===== config.mk =====
export PLATFORM = sky130hd
export DESIGN_NAME = lsu
export DESIGN_NICKNAME = d
export VERILOG_FILES = /design/src/rtl/lsu.sv
export SDC_FILE = /design/constraint.sdc
export NUM_CORES = 1
export LEC_CHECK = 0
export CORE_MARGIN = 1.5
export CORE_UTILIZATION = 43
export CTS_CLUSTER_SIZE = 24
export DETAILED_ROUTE_END_ITERATION = 8
export HOLD_SLACK_MARGIN = 0.12
export PLACE_DENSITY_LB_ADDON = 0.12
export SYNTH_ARGS = -nofsm -noshare
export SYNTH_HDL_FRONTEND = slang
export SYNTH_SLANG_ARGS = --single-unit

===== constraint.sdc =====
create_clock -name clk -period 2.2 [get_ports clk]
set_input_delay 0.22 -clock clk [delete_from_list [all_inputs] [get_ports clk]]
set_output_delay 0.22 -clock clk [all_outputs]
set_load 0.02 [all_outputs]

===== src/rtl/lsu.sv =====
// Load/store unit: turns an ALU effective address into a single data-memory
// access with valid/ready request, valid response, lane extraction and error flags.
module lsu #(
  parameter int TIMEOUT    = 256,
  parameter bit TIMEOUT_EN = 1'b1
) (
  input  logic        clk,
  input  logic        rst,
  input  logic        req_valid,
  input  logic        req_we,
  input  logic [2:0]  req_funct3,
  input  logic [31:0] addr,
  input  logic [31:0] store_data,
  output logic        stall,
  output logic        done,
  output logic [31:0] load_data,
  output logic        misaligned,
  output logic        bus_err,
  output logic        mem_req_valid,
  input  logic        mem_req_ready,
  output logic [31:0] mem_addr,
  output logic        mem_we,
  output logic [3:0]  mem_wstrb,
  output logic [31:0] mem_wdata,
  input  logic        mem_rsp_valid,
  input  logic [31:0] mem_rsp_rdata
);
  localparam int CW = $clog2(TIMEOUT + 1);

  typedef enum logic [1:0] {IDLE, REQ, RESP, DONE} state_t;

  typedef struct packed {
    logic       we;
    logic [2:0] funct3;
    logic [1:0] ofs;
    logic       mis;
  } req_t;

  state_t        state, state_nxt;
  req_t          rq;
  logic          err_q;
  logic [CW-1:0] tmo_cnt;
  logic          tmo_hit;
  logic          illegal, unaligned, bad;
  logic [3:0]    strb;
  logic [31:0]   wd;
  logic [7:0]    rb;
  logic [15:0]   rh;
  logic [31:0]   ext;

  // request decode straight off the inputs, used only in the IDLE latch cycle
  always_comb begin
    illegal   = req_we ? (req_funct3 > 3'b010)
                       : (req_funct3 == 3'b011 || req_funct3[2:1] == 2'b11);
    unaligned = (req_funct3[1:0] == 2'b01 && addr[0]) ||
                (req_funct3[1:0] == 2'b10 && addr[1:0] != 2'b00);
    bad       = illegal | unaligned;
    strb      = 4'b0000;
    wd        = 32'h0;
    if (req_we) begin
      case (req_funct3[1:0])
        2'b00:   begin strb = 4'b0001 << addr[1:0]; wd = {4{store_data[7:0]}};  end
        2'b01:   begin strb = 4'b0011 << addr[1:0]; wd = {2{store_data[15:0]}}; end
        default: begin strb = 4'b1111;              wd = store_data;            end
      endcase
    end
  end

  // load lane extraction against the latched offset/funct3
  always_comb begin
    case (rq.ofs)
      2'd0:    rb = mem_rsp_rdata[7:0];
      2'd1:    rb = mem_rsp_rdata[15:8];
      2'd2:    rb = mem_rsp_rdata[23:16];
      default: rb = mem_rsp_rdata[31:24];
    endcase
    rh = rq.ofs[1] ? mem_rsp_rdata[31:16] : mem_rsp_rdata[15:0];
    case (rq.funct3)
      3'b000:  ext = {{24{rb[7]}}, rb};
      3'b001:  ext = {{16{rh[15]}}, rh};
      3'b100:  ext = {24'h0, rb};
      3'b101:  ext = {16'h0, rh};
      default: ext = mem_rsp_rdata;
    endcase
  end

  // expiry fires in the TIMEOUT-th cycle spent in REQ+RESP
  assign tmo_hit = TIMEOUT_EN && (tmo_cnt == CW'(TIMEOUT - 1));

  always_ff @(posedge clk) begin
    if (rst) state <= IDLE;
    else     state <= state_nxt;
  end

  // a completing handshake wins over a simultaneous timeout
  always_comb begin
    state_nxt = state;
    case (state)
      IDLE: if (req_valid) state_nxt = bad ? DONE : REQ;
      REQ:  if (mem_req_ready) state_nxt = rq.we ? DONE : RESP;
            else if (tmo_hit)  state_nxt = DONE;
      RESP: if (mem_rsp_valid || tmo_hit) state_nxt = DONE;
      DONE: state_nxt = IDLE;
      default: state_nxt = IDLE;
    endcase
  end

  always_comb begin
    done          = (state == DONE);
    misaligned    = done & rq.mis;
    bus_err       = done & err_q;
    mem_req_valid = (state == REQ);
    stall         = req_valid & ~done;
  end

  always_ff @(posedge clk) begin
    if (rst) begin
      rq        <= '0;
      err_q     <= 1'b0;
      tmo_cnt   <= '0;
      load_data <= 32'h0;
      mem_addr  <= 32'h0;
      mem_we    <= 1'b0;
      mem_wstrb <= 4'h0;
      mem_wdata <= 32'h0;
    end else begin
      if (state == REQ || state == RESP) begin
        if (tmo_cnt != CW'(TIMEOUT)) tmo_cnt <= tmo_cnt + CW'(1);
      end else begin
        tmo_cnt <= '0;
      end
      case (state)
        IDLE: if (req_valid) begin
          rq        <= '{we: req_we, funct3: req_funct3, ofs: addr[1:0], mis: bad};
          err_q     <= 1'b0;
          load_data <= 32'h0;
          mem_addr  <= {addr[31:2], 2'b00};
          mem_we    <= req_we;
          mem_wstrb <= strb;
          mem_wdata <= wd;
        end
        REQ:  if (!mem_req_ready && tmo_hit) err_q <= 1'b1;
        RESP: if (mem_rsp_valid) load_data <= ext;
              else if (tmo_hit)  err_q <= 1'b1;
        default: ;
      endcase
    end
  end
endmodule


==> metrics, run 1 <==
min cycle time layout=2.111 ns; synth warn=0; Slew Limit Fails=0; CP Cell Sequence=ha_1, and2_1, clkdlybuf4s50_1; CORE AREA=11470 µm²; ys async rst share=0; Die ar.=12440 µm²; Syn-to-layout area delta=57.33%; I/O pin count=211; first-pass GRT wire length=25.56 mm; Worst Path Max Fanout=5; worst rel slew slack=0.4743; Yosys reg bits=117; CTS tree=yes; antenna violations before repair=0; delay-heaviest family, CP=buffers and inverters; CTS clk-pin slew, worst paths=0.06 ns; area of the multi-input gates=2500 µm²; Port Buffers=208; vias in the first global route=5205; most common cell after layout, fill and taps aside=clkdlybuf4s50_1; FF-to-FF path depth=6; Final TNS setup=0 ns; grt total ovfl=0; WS Path Type=register to primary output; Total GRT Usage=0.2539; Required @ worst endpoint=1.98 ns; First-pass DRT Iterations=4; Die Wd=111.6 µm; Layout Nets=897; CP max stage cell=clkdlybuf4s50_1; clk sinks=117; CP arrival=1.89 ns; critical path startpoint category=register; Max Freq=473.8 MHz; Inserted Clock Buffers=17; clk_lat worst skew=0.41 ns; max-cap viol count=0; EDFF count, synth=0; Post-Layout Inst Area=7973 µm²; Netlist Area Pre-Place=5067 µm²; VDD IR-drop max=0.5286 mV; worst path bufs/invs=1; vias=5059; Final setup viols=0; max incr delay on CP=0.61 ns; Synth Flop Type=dfxtp_1; filler cell count in the final layout=946; critical path endpoint category=primary output; largest net degree at the start of global routing=75; WL/cell=16.67 µm; Routed WL=15.67 mm; LEAKAGE=2.934 nW; post-route ant nets=0; Iteration-0 DRC Markers=306; Gate Count Post-Synth=579; vias per inst=5.382; RD Place Congestion=0.8569; Cell Rows=39; most frequent cells in the layout=clkdlybuf4s50_1, dfxtp_1, nand2_1; root buffer cell=clkbuf_16; Cell Pwr Density=1024 nW/µm²; Tcrit/Tclk final=0.9593; clk_skew=0.005692 ns; Cell Area, Placed=7303 µm²; Distinct cells, synth=48; n_diodes=0; Residual DRC=0; DP HPWL=11.25 mm; CTS Buffer Depth=2; Final Hold Vio Count=0; hold crit path type=primary input to register; hold path depth=3; post-synthesis average cell area=8.752 µm²; effective utilization at floorplan=0.4419; actual slew at the worst max-slew pin=0.7885 ns; part of the Yosys area used for sequential elements=0.4622; die height=111.6 µm; Register Area=2342 µm²; number of H-tree levels=4; outcome=complete, no violations; Levels on crit path=3; share of layout cells above drive strength 1=0.1016; RSZ-0062 raised after global routing=false
-- where the power goes --
part           internal [mW]  switching, mW
clock network           2.00          0.994
logic                   1.16           1.40
registers               2.42          0.188
total                   5.58           2.58
-- worst register-to-register path: cells and delay by family (launching register included) --
| kind | cells | cell delay, ns |
|---|---|---|
| flip-flops | 1 | 0.35 |
| buffers and inverters | 1 | 0.12 |
| adder cells (fa/ha/maj) | 1 | 0.27 |
| AO/OA/AOI/OAI | 1 | 0.43 |
| AND/OR/NAND/NOR | 3 | 0.64 |
-- synthesized netlist by cell type (all sizes together), types with 4 or more instances --
master	count	area share
and2	4	0.0049
dfxtp	117	0.46
and3	5	0.0062
inv	9	0.0067
o31ai	7	0.010
o21ai	37	0.037
a21oi	63	0.062
a21boi	9	0.013
a221o	16	0.034
nand2	106	0.079
ha	8	0.020
nor2	41	0.030
nand2b	12	0.015
clkbuf	25	0.019
a22oi	17	0.025
mux2	11	0.024
a211oi	7	0.010
a32o	8	0.016
a2111oi	7	0.012
nor2b	10	0.014
mux2i	13	0.028
buf	18	0.022
-- kinds of logic (layout without fill, tap and decap cells) --
| logic type | Yosys count | in the layout | synth area share |
|---|---|---|---|
| adders and majority gates | 8 | 8 | 0.01975 |
| and+or+nand+nor | 193 | 193 | 0.1728 |
| DFF | 117 | 117 | 0.4622 |
| AOI/OAI and AO/OA | 177 | 177 | 0.2299 |
| buffers and inverters | 52 | 269 | 0.04716 |
| muxes | 25 | 25 | 0.05704 |
| other | 1 | 2 | 0.0007400 |
| xor gates and xnor gates | 6 | 6 | 0.01037 |
-- per-layer routing --
metal | vias to the layer above | track usage | wire [µm] | share of wire
met2 | 193 | 0.4327 | 7757 | 0.49
met5 | - | 0 | 0 | 0
met4 | 0 | 0.1173 | 456 | 0.029
met1 | 2377 | 0.2941 | 6300 | 0.40
met3 | 35 | 0.07512 | 1156 | 0.074
li1 | 2454 | - | - | -
-- worst paths after layout --
kind	from	end	slack (ns)
hold reg to reg	mem_wdata[26]	mem_wdata[26]	0.45
setup / recovery	state[0]	bus_err	0.09
setup reg to reg	state[0]	load_data[25]	0.28
hold / removal	addr[13]	mem_addr[13]	0.36
-- area by class of cell --
cell class	instances	area share
Multi-Input combinational cell	411	0.3136
Sequential cell	117	0.2938
Timing Repair Buffer	228	0.2859
Clock buffer	18	0.05383
Clock inverter	14	0.02621
Tap cell	143	0.02244
Inverter	9	0.004237
-- through the flow --
stage / std cells / hold WS (ns) / utilization / power (mW) / worst slack (ns)
5_1_grt: 940 / 0.3572 / 0.6953 / 8.542 / 0.01480
3_3_place_gp: 906 / 0.4357 / 0.6369 / 5.115 / 0.09715
6_report: 940 / 0.3602 / 0.6953 / 8.161 / 0.08944
3_5_place_dp: 906 / 0.4441 / 0.6369 / 5.193 / 0.01633
2_1_floorplan: 580 / 0.3560 / - / 4.059 / 0.3982
4_1_cts: 939 / 0.3500 / 0.6934 / 8.199 / 0.009846
-- state kept, by name, summed over array words and instances (netlist names) --
signal	flops
err_q	1
load_data	32
mem_addr	30
mem_wdata	32
mem_wstrb	4
rq	7
state	2
tmo_cnt	9
-- timing repair --
action                                  CTS  global route
resized for setup                         0             1
endpoints found under the hold margin     1             0
buffers inserted                          0             1
hold buffers                              1             0
endpoints found under the setup margin    0            16
(Power assumes the default switching activity.)
==> run 2, diff against run 1 <==
Settings changed: CTS_CLUSTER_DIAMETER from default to 50, SETUP_SLACK_MARGIN from default to 0.05.
==> metrics, run 2 (synthesis results as in run 1) <==
outcome=complete, no violations; Die Wd=111.6 µm (unchanged); CP arrival=1.84 ns (-0.05 ns); Final TNS setup=0 ns (unchanged); most frequent cells in the layout=clkdlybuf4s50_1, dfxtp_1, nand2_1; VDD IR-drop max=0.5287 mV (about the same); Switching Share=0.3156 (-0.0005603); Reg power frac=0.320 (about the same); root buffer cell=clkbuf_16; vias=5045 (-0.28%); grt total ovfl=0 (unchanged); die height=111.6 µm (unchanged); RD Place Congestion=0.8569 (unchanged); WL/cell=16.60 µm (-0.44%); Iteration-0 DRC Markers=301 (-1.6%); Routed WL=15.62 mm (-0.33%); clk_skew=0.005306 ns (-0.0003865 ns); R2R setup slack=0.28 ns (about the same); Non-Filler Instances=941 (+0.11%); critical path startpoint category=register; worst rel slew slack=0.4738 (-0.0005810); WS Path Type=register to primary output; First-pass DRT Iterations=5 (+1); most common cell after layout, fill and taps aside=clkdlybuf4s50_1; Residual DRC=0 (unchanged); Required @ worst endpoint=1.98 ns (about the same); Max Freq=484.8 MHz (+2.3%); P_int=5.580 mW (about the same); clk sinks=117 (unchanged); vias in the first global route=5214 (+0.17%); Port Buffers=208 (unchanged); Total GRT Usage=0.2541 (about the same); CORE AREA=11470 µm² (unchanged); number of H-tree levels=4 (unchanged); critical path endpoint category=primary output; placed cells=906 (unchanged); Die ar.=12440 µm² (unchanged); area of the multi-input gates=2502 µm² (+0.10%); Slew Limit Fails=0 (unchanged); CTS clk-pin slew, worst paths=0.05 ns (about the same); worst hold slack=0.3614 ns (+0.001233 ns); largest registers=load_data x32, mem_wdata x32, mem_addr x30; min cycle time layout=2.063 ns (-0.04778 ns); actual slew at the worst max-slew pin=0.7894 ns (+0.0008709 ns); share of layout cells above drive strength 1=0.1040 (+0.002379); largest net degree at the start of global routing=75 (unchanged); CTS Buffer Depth=2 (unchanged); hold crit path type=primary input to register; Final setup viols=0 (unchanged); CTS tree=yes; Layout Nets=898 (+0.11%); Tcrit/Tclk final=0.9376 (-0.02172); P_sw=2.574 mW (-0.27%); Final Hold Vio Count=0 (unchanged); antenna violations before repair=0 (unchanged); post-route ant nets=0 (unchanged); Register Area=2342 µm² (unchanged); filler cell count in the final layout=947 (+0.11%); effective utilization at floorplan=0.4419 (unchanged); Syn-to-layout area delta=57.28% (about the same); vias per inst=5.361 (-0.38%); clock power share=0.366 (about the same); Inserted Clock Buffers=17 (unchanged); I/O pin count=211 (unchanged); Worst Path Max Fanout=5 (unchanged); first-pass GRT wire length=25.59 mm (about the same); clk_lat worst skew=0.40 ns (about the same); RSZ-0062 raised after global routing=false; DP HPWL=11.25 mm (unchanged); LEAKAGE=2.935 nW (about the same); max-cap viol count=0 (unchanged); Cell Pwr Density=1023 nW/µm² (about the same); Cell Rows=39 (unchanged); Comb power frac=0.313 (about the same); n_diodes=0 (unchanged)
## run 2: changes by cell type in the layout (fill, tap and decap cells not counted), sizes merged
cell and delta:
buf +1
## run 2: final timing paths
kind	startpoint	endpoint	cells past startpoint
max	state[0]	bus_err	3
min	addr[13]	mem_addr[13]	3
max reg2reg	state[0]	load_data[25]	6
min reg2reg	mem_wdata[26]	mem_wdata[26]	2
## run 2: routing by layer
layer,global-route usage,routed length (µm),share of wire
met1,0.2945,6281,0.40
met2,0.4331,7713,0.49
met3,0.07512,1144,0.073
met4,0.1173,480,0.031
met5,0,0,0
## run 2: cell type report
| class | count | area share |
|---|---|---|
| timing repair buffer | 229 | 0.2854 |
| multi-input combinational | 411 | 0.3140 |
| tap | 143 | 0.02245 |
| inverter | 9 | 0.004239 |
| sequential | 117 | 0.2939 |
| clock inverter | 14 | 0.02622 |
| clock buffer | 18 | 0.05385 |
## run 2: power by group through the flow
stage                     clock [mW]  combinational, mW  sequential, mW
final                           2.99               2.55            2.61
after global routing            3.13               2.76            2.65
after CTS                       3.03               2.56            2.61
after detailed placement           0               2.54            2.65
after global placement             0               2.48            2.63
after floorplan                    0               1.12            2.94
## run 2: critical path, cell delays in order (launching register included)
cell             delay, ns
dfxtp_1               0.41
ha_2                  0.27
and2_1                0.15
clkdlybuf4s50_1       0.61
## run 2: metrics by stage
| stage | util | setup slack (ns) | area [µm²] | total power, mW |
|---|---|---|---|---|
| 5_1_grt | 0.6950 | 0.06904 | 7970 | 8.542 |
| 3_5_place_dp | 0.6369 | 0.01633 | 7303 | 5.193 |
| 2_1_floorplan | - | 0.3982 | 5071 | 4.059 |
| 3_3_place_gp | 0.6369 | 0.09715 | 7303 | 5.115 |
| 4_1_cts | 0.6947 | 0.06499 | 7966 | 8.201 |
| 6_report | 0.6950 | 0.1372 | 7970 | 8.154 |
## run 2: what timing repair did
action	4_1_cts	5_1_grt
buffers inserted	2	0
hold buffers	1	0
pin swaps	0	0
endpoints found under the setup margin	16	18
endpoints found under the hold margin	1	0
gates resized for setup	0	2
